## config.mk

```make
export PLATFORM = sky130hd
export DESIGN_NAME = proc_ifetch
export DESIGN_NICKNAME = d
export VERILOG_FILES = /design/src/rtl/proc_ifetch.sv
export SDC_FILE = /design/constraint.sdc
export NUM_CORES = 1
export LEC_CHECK = 0
export CAP_MARGIN = 30
export CELL_PAD_IN_SITES_DETAIL_PLACEMENT = 0
export CELL_PAD_IN_SITES_GLOBAL_PLACEMENT = 1
export CORE_MARGIN = 1
export CORE_UTILIZATION = 30
export CTS_BUF_LIST = sky130_fd_sc_hd__clkbuf_16
export CTS_CLUSTER_DIAMETER = 30
export DETAILED_ROUTE_END_ITERATION = 7
export HOLD_SLACK_MARGIN = 0.05
export MAX_ROUTING_LAYER = met4
export PLACE_DENSITY = 0.66
export SETUP_SLACK_MARGIN = 0.5
export SLEW_MARGIN = 10
export SYNTH_ARGS = -nofsm -noshare
export SYNTH_HDL_FRONTEND = slang
export SYNTH_SLANG_ARGS = --single-unit
export TNS_END_PERCENT = 30
```

## constraint.sdc

```tcl
create_clock -name clk -period 8.3 [get_ports clk]
set_input_delay 1.66 -clock clk [delete_from_list [all_inputs] [get_ports clk]]
set_output_delay 1.66 -clock clk [all_outputs]
set_load 0.01 [all_outputs]
```

## src/rtl/proc_ifetch.sv

```systemverilog
// proc_ifetch: instruction-fetch stage between proc_pc and decode.
// Issues one req/ack fetch at a time to a variable-latency instruction memory,
// loads the IF/ID register {instr, pc, pc+4} and tells the PC logic via
// pc_hold when it may advance. A 1-entry skid catches a word that returns
// while decode is stalled. Redirect flushes IF/ID and the skid.
//
// Ports
//   clk, nrst              clock, asynchronous active-low reset
//   pc_in                  current PC from proc_pc
//   redirect               branch/jump taken this cycle (flush)
//   pc_hold                1 = PC must not advance this cycle
//   imem_req/addr          fetch request, address stable while req=1
//   imem_ack/rdata         memory response (ack may be in the request cycle)
//   id_stall               decode cannot accept a new IF/ID word
//   if_valid/instr/pc/pc4  IF/ID register contents
//   if_misalign            IF/ID PC was not word aligned
//
// state | meaning
// IDLE  | one cycle after reset, no request
// FETCH | request outstanding to imem_addr
// HOLD  | fetched word parked in skid, waiting for decode
// DROP  | redirected while a request was outstanding, discard its response
module proc_ifetch #(
  parameter int              XLEN      = 32,
  parameter logic [XLEN-1:0] NOP_INSTR = '0
) (
  input  logic            clk,
  input  logic            nrst,
  input  logic [XLEN-1:0] pc_in,
  input  logic            redirect,
  output logic            pc_hold,
  output logic            imem_req,
  output logic [XLEN-1:0] imem_addr,
  input  logic            imem_ack,
  input  logic [XLEN-1:0] imem_rdata,
  input  logic            id_stall,
  output logic            if_valid,
  output logic [XLEN-1:0] if_instr,
  output logic [XLEN-1:0] if_pc,
  output logic [XLEN-1:0] if_pc4,
  output logic            if_misalign
);

  typedef enum logic [1:0] {IDLE, FETCH, HOLD, DROP} state_t;

  state_t          state, state_nxt;
  logic            req_first;   // FETCH cycle whose address has not been latched yet
  logic [XLEN-1:0] req_addr;
  logic            skid_valid;
  logic [XLEN-1:0] skid_instr;
  logic [XLEN-1:0] skid_pc;
  logic            ack_fetch;
  logic            accept;
  logic            to_skid;

  // First request cycle follows pc_in directly so a zero-wait memory can
  // sustain one instruction per cycle.
  assign imem_addr = req_first ? pc_in : req_addr;

  assign ack_fetch = (state == FETCH) && imem_ack && !redirect;
  assign accept    = ack_fetch && (!if_valid || !id_stall);
  assign to_skid   = ack_fetch && if_valid && id_stall;
  assign pc_hold   = !ack_fetch;

  always_comb begin
    state_nxt = state;
    case (state)
      IDLE:  state_nxt = FETCH;
      FETCH: begin
        if (imem_ack)      state_nxt = to_skid ? HOLD : FETCH;
        else if (redirect) state_nxt = DROP;
      end
      HOLD:  if (redirect || !id_stall) state_nxt = FETCH;
      DROP:  if (imem_ack) state_nxt = FETCH;
      default: state_nxt = IDLE;
    endcase
  end

  always_ff @(posedge clk or negedge nrst) begin
    if (!nrst) begin
      state       <= IDLE;
      imem_req    <= 1'b0;
      req_first   <= 1'b0;
      req_addr    <= '0;
      skid_valid  <= 1'b0;
      skid_instr  <= NOP_INSTR;
      skid_pc     <= '0;
      if_valid    <= 1'b0;
      if_instr    <= NOP_INSTR;
      if_pc       <= '0;
      if_pc4      <= '0;
      if_misalign <= 1'b0;
    end else begin
      state    <= state_nxt;
      imem_req <= (state_nxt == FETCH) || (state_nxt == DROP);
      // A new address is taken whenever FETCH is entered afresh or the
      // previous request has just been answered.
      req_first <= (state_nxt == FETCH) && ((state != FETCH) || imem_ack);
      if (state == FETCH && !imem_ack)
        req_addr <= imem_addr;

      if (to_skid) begin
        skid_valid <= 1'b1;
        skid_instr <= imem_rdata;
        skid_pc    <= imem_addr;
      end

      if (redirect) begin
        if_valid    <= 1'b0;
        if_instr    <= NOP_INSTR;
        if_misalign <= 1'b0;
        skid_valid  <= 1'b0;
      end else if (accept) begin
        if_valid    <= 1'b1;
        if_instr    <= imem_rdata;
        if_pc       <= imem_addr;
        if_pc4      <= imem_addr + XLEN'(4);
        if_misalign <= |imem_addr[1:0];
      end else if (state == HOLD && !id_stall && skid_valid) begin
        if_valid    <= 1'b1;
        if_instr    <= skid_instr;
        if_pc       <= skid_pc;
        if_pc4      <= skid_pc + XLEN'(4);
        if_misalign <= |skid_pc[1:0];
        skid_valid  <= 1'b0;
      end else if (!id_stall) begin
        // decode consumed the word and nothing new arrived: bubble
        if_valid    <= 1'b0;
        if_instr    <= NOP_INSTR;
        if_misalign <= 1'b0;
      end
    end
  end

endmodule

```

==> results.md, run 1 <==
- Sequential cell area fraction in the yosys report: about half
- Crit Path Category: primary input to register
- Post-CTS Setup Inserts: 0
- Area leader, netlist: dfrtp_1
- Hold Path Origin: if_pc[9]$_DFFE_PN0P_
- Primary FF master, synth: dfrtp_1
- Gpl congestion: around 0.9
- Final non-filler cell total: roughly 1600
- Die area: 0.0327 mm^2
- Port-buffer cells: 200
- Hold Crit Class: register to register
- Final core utilization: around 40%
- Syn Area/Cell: 9.39 um^2
- Crit path capture type: register
- Asr flop ratio synth: 100%
- Hold path depth: 2
- WP data required: between 8000 and 9000 ps
- Reg2reg end: if_pc4[28]$_DFFE_PN0P_
- Yosys Warn Count: 0
- Inst Count DP: about 1600
- CTS root buf: clkbuf_16
- Setup Viol. Count Final: 0
- Minimum clock period: about 5200 ps
- R2r setup slk: 4490 ps
- RSZ-0062 raised after global routing: no
- Leak pwr: roughly 0.0052 uW
- Fin crit share: between 60 and 70%
- CORE AREA: 0.0315 mm^2
- Initial Util: between 30% and 40%
- Buffer levels on the longest clock path: 2
- Via count: 8094
- Max Freq: 0.191 GHz
- ANT nets after route: 0
- Startpoint Class: primary input
- Crit-path max FO: 22
- Worst slew pin tran: 847 ps
- Status: finished, final reports clean
- Vias per Instance: ~5.1
- Setup Total Neg Slack: 0 ps
- Worst-Skew Late Latency: around 450 ps
- Mapped Nets: 1091
- Initial antenna violation count: 2
- R2r startpoint: state[1]$_DFF_PN0_
- Post-synthesis cell area: about 0.0096 mm^2
- CTS Hold Buffers Added: 0
- Layout area overhead: 31.1%
- Worst hold endpoint: if_pc[9]$_DFFE_PN0P_
- Post-DP HPWL: about 21000 um
- EDFF count, synth: 0
- Drt pass-1 iters: 4
- GRT overflow: 0
- Critical-path cell list: clkdlybuf4s50_1, nand2_1, nand2_4, o21ai_0, ha_1, nand4_1, o22ai_1, a32oi_2, nor4_2, nand3_1, a31oi_1
- Synth cell types: 59
- Drt drc: 0
- Global-route wire length before repair: ~47000 um
- CTS tree: yes
- Clock Sinks: just under 200
- NumNets Final: 1256
- PD cells: about 240 mW/mm^2
- Largest net degree at the start of global routing: 82
- CP peak stage delay: 660 ps
- Die width: 181 um
- Seq cells post-synth: between 150 and 200
- Worst VDD drop: 0.000138 V
- Synth Instances: 1021
- Synth top area share: between 50% and 60%
- Layout cells sized above 1: 9.27%
- Top Ports: ~200
- FP Rows: 65
- Post-cts sizing count: 0
- Filler cells: 3105
- CP max-delay cell: nand2_1
- Fin. Hold Viols: 0
- Vias in the first global route: 7707
- Final setup skew: between 15 and 20 ps
- Final Slew Violations: 0
- Starting DRT DRC Count: roughly 530
- Clock transition at path regs: about 70 ps
- TritonCTS buffer count: 17
- Ranking of synthesized cells by area: dfrtp_1, a21oi_1, nor2_1
- CP arrival: roughly 5600 ps
- Maxcap violations: 0
- Slew headroom: roughly 44%
- GRT Total Usage: 19.1%
- Final wirelength: about 30000 um
- Htree depth: 4
- Chip height: between 150 and 200 um
- WL/cell: around 19 um
- Worst-case reg-to-reg path depth: 11
## cell usage in the layout, fill, tap and decap left out, types with 5 or more instances in the layout
cell type and instances:
o22ai_1 5, and3_1 8, nand3_1 21, a211oi_1 36, clkbuf_16 17, clkinv_4 7
nand4_1 13, o211ai_1 5, dfrtp_1 196, buf_4 14, o21ai_0 83, xnor2_1 10
and2_1 6, nor2_1 130, mux2i_1 32, nor4_1 7, nand3b_1 5, mux2_2 38
clkdlybuf4s50_1 198, nand2_1 114, a21oi_1 106, inv_1 36, a21o_1 8, nor3_1 12
a31oi_1 8, xor2_1 8
## synth_stat cells (all sizes together), types with 9 or more instances
cell type  instances
dfrtp            197
nor2             133
nand2            115
a21oi            107
o21ai             86
a211oi            41
clkbuf            39
mux2              38
inv               36
buf               32
mux2i             32
nand3             21
nand4             13
nor3              12
nor4              11
xnor2             10
a21o               9
## kinds of logic (layout without fill, tap and decap cells)
family / Yosys count / in the layout / share of synthesized area, %
simple gates: 343 / 343 / 16.2
compound gates: 285 / 285 / 18.1
flops: 197 / 197 / 51.4
buf+inv: 107 / 284 / 4.72
mux: 70 / 70 / 7.80
xor+xnor: 18 / 18 / 1.64
fa+ha+maj: 1 / 1 / 0.130
other cells: 0 / 2 / 0
## power by group
| group | switching [uW] | internal, uW | total, uW |
|---|---|---|---|
| clock | 406 | 423 | 829 |
| sequential | 169 | 1170 | 1340 |
| combinational | 432 | 438 | 870 |
## cell type report
class	count	area (um^2)	area share, %
flip-flops and latches	197	4930	39.2
multi-input cells	717	4270	33.9
repair buffers	217	2160	17.2
well taps	402	503	4.00
clock buffers	17	425	3.38
clock inverters	14	148	1.17
inverters	36	138	1.09
diodes	2	5.00	0.0398
## worst max path at each step
stage                     startpoint                      to  slack (ps)  cells after the start
after detailed placement    id_stall  if_pc4[28]$_DFFE_PN0P_        2700                     11
after global placement      imem_ack                 pc_hold        2570                      4
after global routing        id_stall  if_pc4[28]$_DFFE_PN0P_        2810                     11
after floorplan             id_stall  if_pc4[20]$_DFFE_PN0P_        3720                     15
final                       id_stall  if_pc4[28]$_DFFE_PN0P_        3060                     11
after CTS                   id_stall  if_pc4[28]$_DFFE_PN0P_        3130                     11
## worst max-delay path: cells and delay by family
family / cells / cell delay, ps
and+or+nand+nor: 5 / 1750
AOI/OAI and AO/OA: 4 / 1220
buffers and inverters: 1 / 580
adders and majority gates: 1 / 360
## metrics by stage
step / setup WS (ps) / power, uW / hold slack, ps / instance area, um^2
after CTS: 3130 / 3060 / 482 / 12600
after global routing: 2810 / 3210 / 500 / 12600
after detailed placement: 2700 / 2230 / 463 / 12000
after global placement: 2570 / 2210 / 464 / 11900
after floorplan: 3720 / 1730 / 480 / 9590
final: 3060 / 3040 / 475 / 12600
## flip-flops by register name, summed over array words and instances, names as in the netlist, 2 cells and up
name / count
skid_pc: 32
if_pc: 32
req_addr: 32
if_instr: 32
state: 2
skid_instr: 32
if_pc4: 30
## layer usage
metal  up-vias  share of wire [%]  global-route usage, %  wire, um
met3        31                6.3                   4.45      1890
met5         -                  0                      -         0
li1       3917                  -                      -         -
met2       269                 44                   27.9     13300
met4         0                1.6                   4.89       479
met1      3877                 48                   26.4     14300
Power figures use the tool's default switching activity.
==> inputs of run 2 (changes only) <==
- PLACE_DENSITY: 0.66 -> 0.69
- clock period: 8.3 -> 4.3 ns (I/O delays scaled with it)
==> run 2 against run 1 <==
Net effect: final cell count grew 0.75%; power grew 93%; critical path depth shrank 6; die area is the same; cell area grew 0.96%; critical path type is now primary input to output port; sequential share of layout area shrank 0.37 points; clock power grew 89%; hold slack gained 4.7 ps; largest cell class unchanged; core utilization grew 0.38 points; global-route usage shrank 0.13 points; wire length shrank 1.8%; clock skew shrank 4.3 ps.
==> results.md, run 2 (synthesis results as in run 1) <==
- Status: finished, final reports clean
- Final Slew Violations: 0 (unchanged)
- TritonCTS buffer count: 17 (unchanged)
- Drt pass-1 iters: 5 (+1)
- R2r startpoint: req_first$_DFF_PN0_
- Worst slew pin tran: 909 ps (+62.0 ps)
- Final non-filler cell total: 1614 (+0.75%)
- NumNets Final: 1268 (+0.96%)
- PD cells: 461 mW/mm^2 (+91%)
- Register area: 0.00493 mm^2 (unchanged)
- CP arrival: 2810 ps (-2780 ps)
- Minimum clock period: 3670 ps
- Max Freq: roughly 0.27 GHz
- Routing usage on met3: 4.47% (+0.020 points)
- Hold Crit Class: register to register
- Crit path capture type: output port
- CTS Hold Buffers Added: 0 (unchanged)
- CTS tree: yes
- CORE AREA: 0.0315 mm^2 (unchanged)
- Most common cell after layout, fill and taps aside: clkdlybuf4s50_1
- GRT overflow: 0 (unchanged)
- Area of the multi-input gates: 0.00429 mm^2 (+0.62%)
- CP max-delay cell: clkdlybuf4s50_1
- Worst-case reg-to-reg path depth: 10 (-1)
- Setup Viol. Count Final: 0 (unchanged)
- R2r setup slk: 1220 ps (-3270 ps)
- Vias in the first global route: 7930 (+2.9%)
- GRT Total Usage: 19.0% (-0.13 points)
- Die area: 0.0327 mm^2 (unchanged)
- Htree depth: 4 (unchanged)
- Gpl congestion: 0.858 (-2.3%)
- Fin. Hold Viols: 0 (unchanged)
- Fin crit share: a little under nine tenths
- Post-DP HPWL: 20900 um (-2.6%)
- Critical-path cell list: clkdlybuf4s50_1, nor4bb_4, buf_4, inv_4, clkdlybuf4s50_1
- Crit-path max FO: 22 (unchanged)
- Vias per Instance: 5.01 (-0.76%)
- Port-buffer cells: 200 (unchanged)
- Leak pwr: 0.00529 uW (+1.1%)
- Area after DPL: 0.0121 mm^2 (+0.82%)
- Largest net degree at the start of global routing: 104 (+27%)
- Via count: 8093 (-0.012%)
- Clock transition at path regs: 70 ps (about the same)
- CP peak stage delay: 560 ps (-100 ps)
- Die width: 181 um (unchanged)
- Post-CTS Setup Inserts: 0 (unchanged)
- Slew headroom: 39.4% (-4.1 points)
- Hold Path Origin: if_pc[2]$_DFFE_PN0P_
- Most frequent cells in the layout: clkdlybuf4s50_1, dfrtp_1, nor2_1
- FP Rows: 65 (unchanged)
- Reg2reg end: if_pc4[18]$_DFFE_PN0P_
- Clock Sinks: 197 (unchanged)
- Post-cts sizing count: 0 (unchanged)
- WL/cell: 18.3 um (-2.5%)
- Global-route wire length before repair: 47100 um (+0.77%)
- Drt drc: 0 (unchanged)
- Crit-path most repeated cell: clkdlybuf4s50_1
- Layout cells sized above 1: 10.3% (+1.1 points)
- Worst hold endpoint: if_pc[2]$_DFFE_PN0P_
- Top Ports: 201 (unchanged)
- Layout area overhead: 32.3%
- ANT nets after route: 0 (unchanged)
- Initial antenna violation count: 2 (unchanged)
- Startpoint Class: primary input
- RSZ-0062 raised after global routing: no
- Buffer levels on the longest clock path: 2 (unchanged)
- Worst VDD drop: 0.000245 V (+78%)
- Hold path depth: 2 (unchanged)
- Starting DRT DRC Count: 543 (+1.7%)
- Worst-Skew Late Latency: 430 ps (-20 ps)
- Final setup skew: 14.1 ps (-4.34 ps)
- Maxcap violations: 0 (unchanged)
- CTS root buf: clkbuf_16
- WP data required: 3440 ps (-5210 ps)
- Met2 Use GR: 28.2% (+0.25 points)
- GRT busiest layer: met2
- Crit Path Category: primary input to output port
- Chip height: 181 um (unchanged)
- Filler cells: 3100 (-0.16%)
- Initial Util: 30.5% (unchanged)
- Setup Total Neg Slack: 0 ps (unchanged)
- GRT met1 Usage: 26.2% (-0.21 points)
- Final core utilization: 40.3% (+0.38 points)
- Inst Count DP: 1581 (+0.76%)
- Final wirelength: 29500 um (-1.8%)
- Fin area: 0.0127 mm^2 (+0.96%)
## run 2: worst max-delay path by stage
stage                         from                     end  cells past startpoint
after floorplan           id_stall  if_pc4[20]$_DFFE_PN0P_                     15
after global placement    imem_ack  if_pc4[28]$_DFFE_PN0P_                     11
after detailed placement  imem_ack  if_pc4[20]$_DFFE_PN0P_                     11
after CTS                 imem_ack                 pc_hold                      5
after global routing      imem_ack                 pc_hold                      5
final                     imem_ack                 pc_hold                      5
## run 2: final cells by class
type	count	area share (%)
Clock buffer	17	3.35
Tap cell	402	3.96
Antenna cell	2	0.0394
Clock inverter	14	1.12
Timing Repair Buffer	229	17.8
Sequential cell	197	38.8
Inverter	36	1.08
Multi-Input combinational cell	717	33.8
## run 2: metrics by stage
step | worst slack (ps) | total power (uW) | hold slack (ps)
final | 631 | 5850 | 480
after global routing | 568 | 6200 | 502
after CTS | 632 | 5910 | 487
after detailed placement | 186 | 4320 | 469
after global placement | 336 | 4290 | 461
after floorplan | 517 | 3350 | 480
## run 2: power breakdown
group	internal, uW	switching, uW	total, uW	leakage [uW]
combinational	866	832	1700	0.00254
sequential	2260	322	2580	0.00247
clock	771	802	1570	0.000277
total	3890	1960	5850	0.00529
## run 2: layer usage
layer | vias to the layer above | wire, um | share of wire, %
met5 | - | 0 | 0
met4 | 0 | 295 | 1.0
met3 | 18 | 1780 | 6.0
met2 | 232 | 13100 | 45
met1 | 3906 | 14300 | 48
li1 | 3937 | - | -
## run 2: critical path, delay by kind of cell
kind | cells | cell delay, ps
buffers and inverters | 4 | 1550
AND/OR/NAND/NOR | 1 | 380
==> inputs of run 3 (changes only) <==
==> constraint.sdc (replaced) <==
create_clock -name clk -period 4.3 [get_ports clk]
set_input_delay 0.86 -clock clk [delete_from_list [all_inputs] [get_ports clk]]
set_output_delay 0.86 -clock clk [all_outputs]
set_load 0.02 [all_outputs]
==> run 3 against run 2 <==
Net effect: sequential share of layout area fell by 0.10 points; largest power group unchanged; core utilization rose by 0.10 points; critical path type unchanged; clock power barely moved; critical endpoint unchanged; register-to-register slack got worse by 280 ps; clock skew fell by 1.1 ps; via count rose by 0.95%.
==> results.md, run 3 (synthesis results as in run 1) <==
- Clock Sinks: 197 (unchanged)
- GRT Total Usage: 19.0% (+0.028 points)
- Setup Total Neg Slack: 0 ps (unchanged)
- CP arrival: 2840 ps (+30 ps)
- Post-CTS Setup Inserts: 0 (unchanged)
- CTS tree: yes
- Drt pass-1 iters: 5 (unchanged)
- Fin. Hold Viols: 0 (unchanged)
- Vias in the first global route: 8037 (+1.3%)
- Reg2reg end: if_pc4[24]$_DFFE_PN0P_
- Vias per Instance: 5.04 (+0.58%)
- Slew headroom: 42.7% (+3.3 points)
- Die area: 0.0327 mm^2 (unchanged)
- Switching power: 2170 uW (+11%)
- Hold Crit Class: register to register
- WP data required: 3440 ps (about the same)
- Starting DRT DRC Count: 452 (-17%)
- Clock transition at path regs: 80 ps (about the same)
- Final wirelength: 29500 um (about the same)
- Htree depth: 4 (unchanged)
- Leak pwr: 0.00532 uW (+0.60%)
- Worst-Skew Late Latency: 440 ps (about the same)
- R2r startpoint: req_first$_DFF_PN0_
- Drt drc: 0 (unchanged)
- WL/cell: 18.2 um (-0.36%)
- Layout area overhead: 32.7%
- Worst VDD drop: 0.000231 V (-5.6%)
- Gpl congestion: 0.864 (+0.65%)
- Initial Util: 30.5% (unchanged)
- Met2 wire len: 13000 um (-0.80%)
- Met3 routed WL: 1760 um (-1.0%)
- Switching share of total power: 35.8% (+2.3 points)
- Setup Viol. Count Final: 0 (unchanged)
- Via count: 8170 (+0.95%)
- Worst-case reg-to-reg path depth: 9 (-1)
- CP max-delay cell: clkdlybuf4s50_1
- Hold path depth: 2 (unchanged)
- CORE AREA: 0.0315 mm^2 (unchanged)
- Seq pwr share: 42.5% (-1.6 points)
- Final setup skew: 13.0 ps (-1.13 ps)
- Startpoint Class: primary input
- Die width: 181 um (unchanged)
- NumNets Final: 1273 (+0.39%)
- Post-DP HPWL: 21000 um (+0.49%)
- Fin crit share: 86.0% (+0.72 points)
- PD cells: 477 mW/mm^2 (+3.5%)
- ANT nets after route: 0 (unchanged)
- Max Freq: 0.270 GHz (-0.84%)
- Buffer levels on the longest clock path: 2 (unchanged)
- Maxcap violations: 0 (unchanged)
- Worst hold endpoint: if_pc[11]$_DFFE_PN0P_
- GRT overflow: 0 (unchanged)
- Hold Path Origin: if_pc[11]$_DFFE_PN0P_
- CTS root buf: clkbuf_16
- R2r setup slk: 940 ps (-280 ps)
- Minimum clock period: 3700 ps (+31.2 ps)
- Final Slew Violations: 0 (unchanged)
- Largest net degree at the start of global routing: 95 (-8.7%)
- Global-route wire length before repair: 47200 um (+0.29%)
- Most frequent cells in the layout: clkdlybuf4s50_1, dfrtp_1, nor2_1
- Crit Path Category: primary input to output port
- Crit path capture type: output port
- TritonCTS buffer count: 17 (unchanged)
- Layout cells sized above 1: 10.6% (+0.28 points)
- Most common cell after layout, fill and taps aside: clkdlybuf4s50_1
- Crit-path max FO: 22 (unchanged)
- Comb power frac: 31.4% (+2.4 points)
- Met1 WL: 14300 um (+0.50%)
- Initial antenna violation count: 2 (unchanged)
- Status: finished, final reports clean
- Top Metal Used: met4
- Crit-path most repeated cell: clkdlybuf4s50_1
- RSZ-0062 raised after global routing: no
- Hold slack final: 482 ps (+2.43 ps)
- P_int: 3900 uW (+0.18%)
- Clock share of power: 26.1% (-0.8 points)
- Critical-path cell list: clkdlybuf4s50_1, nor4bb_4, buf_4, inv_4, clkdlybuf4s50_1
- Chip height: 181 um (unchanged)
- Top Ports: 201 (unchanged)
- Worst slew pin tran: 858 ps (-51.4 ps)
- FP Rows: 65 (unchanged)
- Port-buffer cells: 200 (unchanged)
- CP peak stage delay: 610 ps (+50 ps)
## run 3: cell count changes in the layout (fill, tap and decap cells not counted)
cell and delta:
buf_4 +5, clkinv_4 -3, inv_8 -3, clkinvlp_4 -1, inv_6 +5, clkinv_2 +1
o22ai_1 +1, o22ai_2 -1, clkinv_8 +1, inv_1 +1
## run 3: worst max-delay path, delay by kind of cell
kind | cells | cell delay, ps
buf+inv | 4 | 1590
simple gates | 1 | 360
## run 3: cell type report
class / count / area [um^2]
antenna: 2 / 5.00
clock buffer: 17 / 425
clock inverter: 15 / 144
fill: 3142 / 18700
inverter: 36 / 138
multi-input combinational: 717 / 4290
sequential: 197 / 4930
tap: 402 / 503
timing repair buffer: 234 / 2290
## run 3: routing by layer
metal  GRT usage [%]  up-vias
li1                -     3939
met4            4.03        0
met3            4.50       23
met1            26.0     3970
met5               -        -
met2            28.4      238
## run 3: worst max path at each step
stage,to,startpoint,cells past startpoint,slack [ps]
6_report,pc_hold,imem_ack,5,600
3_3_place_gp,if_pc4[28]$_DFFE_PN0P_,imem_ack,11,330
2_1_floorplan,if_pc4[20]$_DFFE_PN0P_,id_stall,15,510
5_1_grt,pc_hold,imem_ack,5,540
3_5_place_dp,if_pc4[28]$_DFFE_PN0P_,imem_ack,11,170
4_1_cts,pc_hold,imem_ack,5,580
## run 3: per-stage QoR
step                      power, uW  cells  utilization (%)  area (um^2)  setup slack (ps)
final                          6070   1620             40.4        12700               600
after global routing           6410   1620             40.4        12700               536
after CTS                      6130   1618             40.4        12700               582
after detailed placement       4530   1586             38.5        12100               165
after global placement         4500   1586             38.5        12100               330
after floorplan                3550   1021                -         9590               514
## run 3: repair_timing
item | CTS | global route
hold buffers | 0 | 0
endpoints found under the setup margin | 0 | 2
resized for setup | 0 | 2
## run 3: power groups by stage
stage          clock, uW  combinational, uW  sequential, uW
2_1_floorplan          0                770            2780
3_3_place_gp           0               1890            2600
3_5_place_dp           0               1910            2610
4_1_cts             1640               1920            2580
5_1_grt             1710               2060            2640
6_report            1590               1910            2580
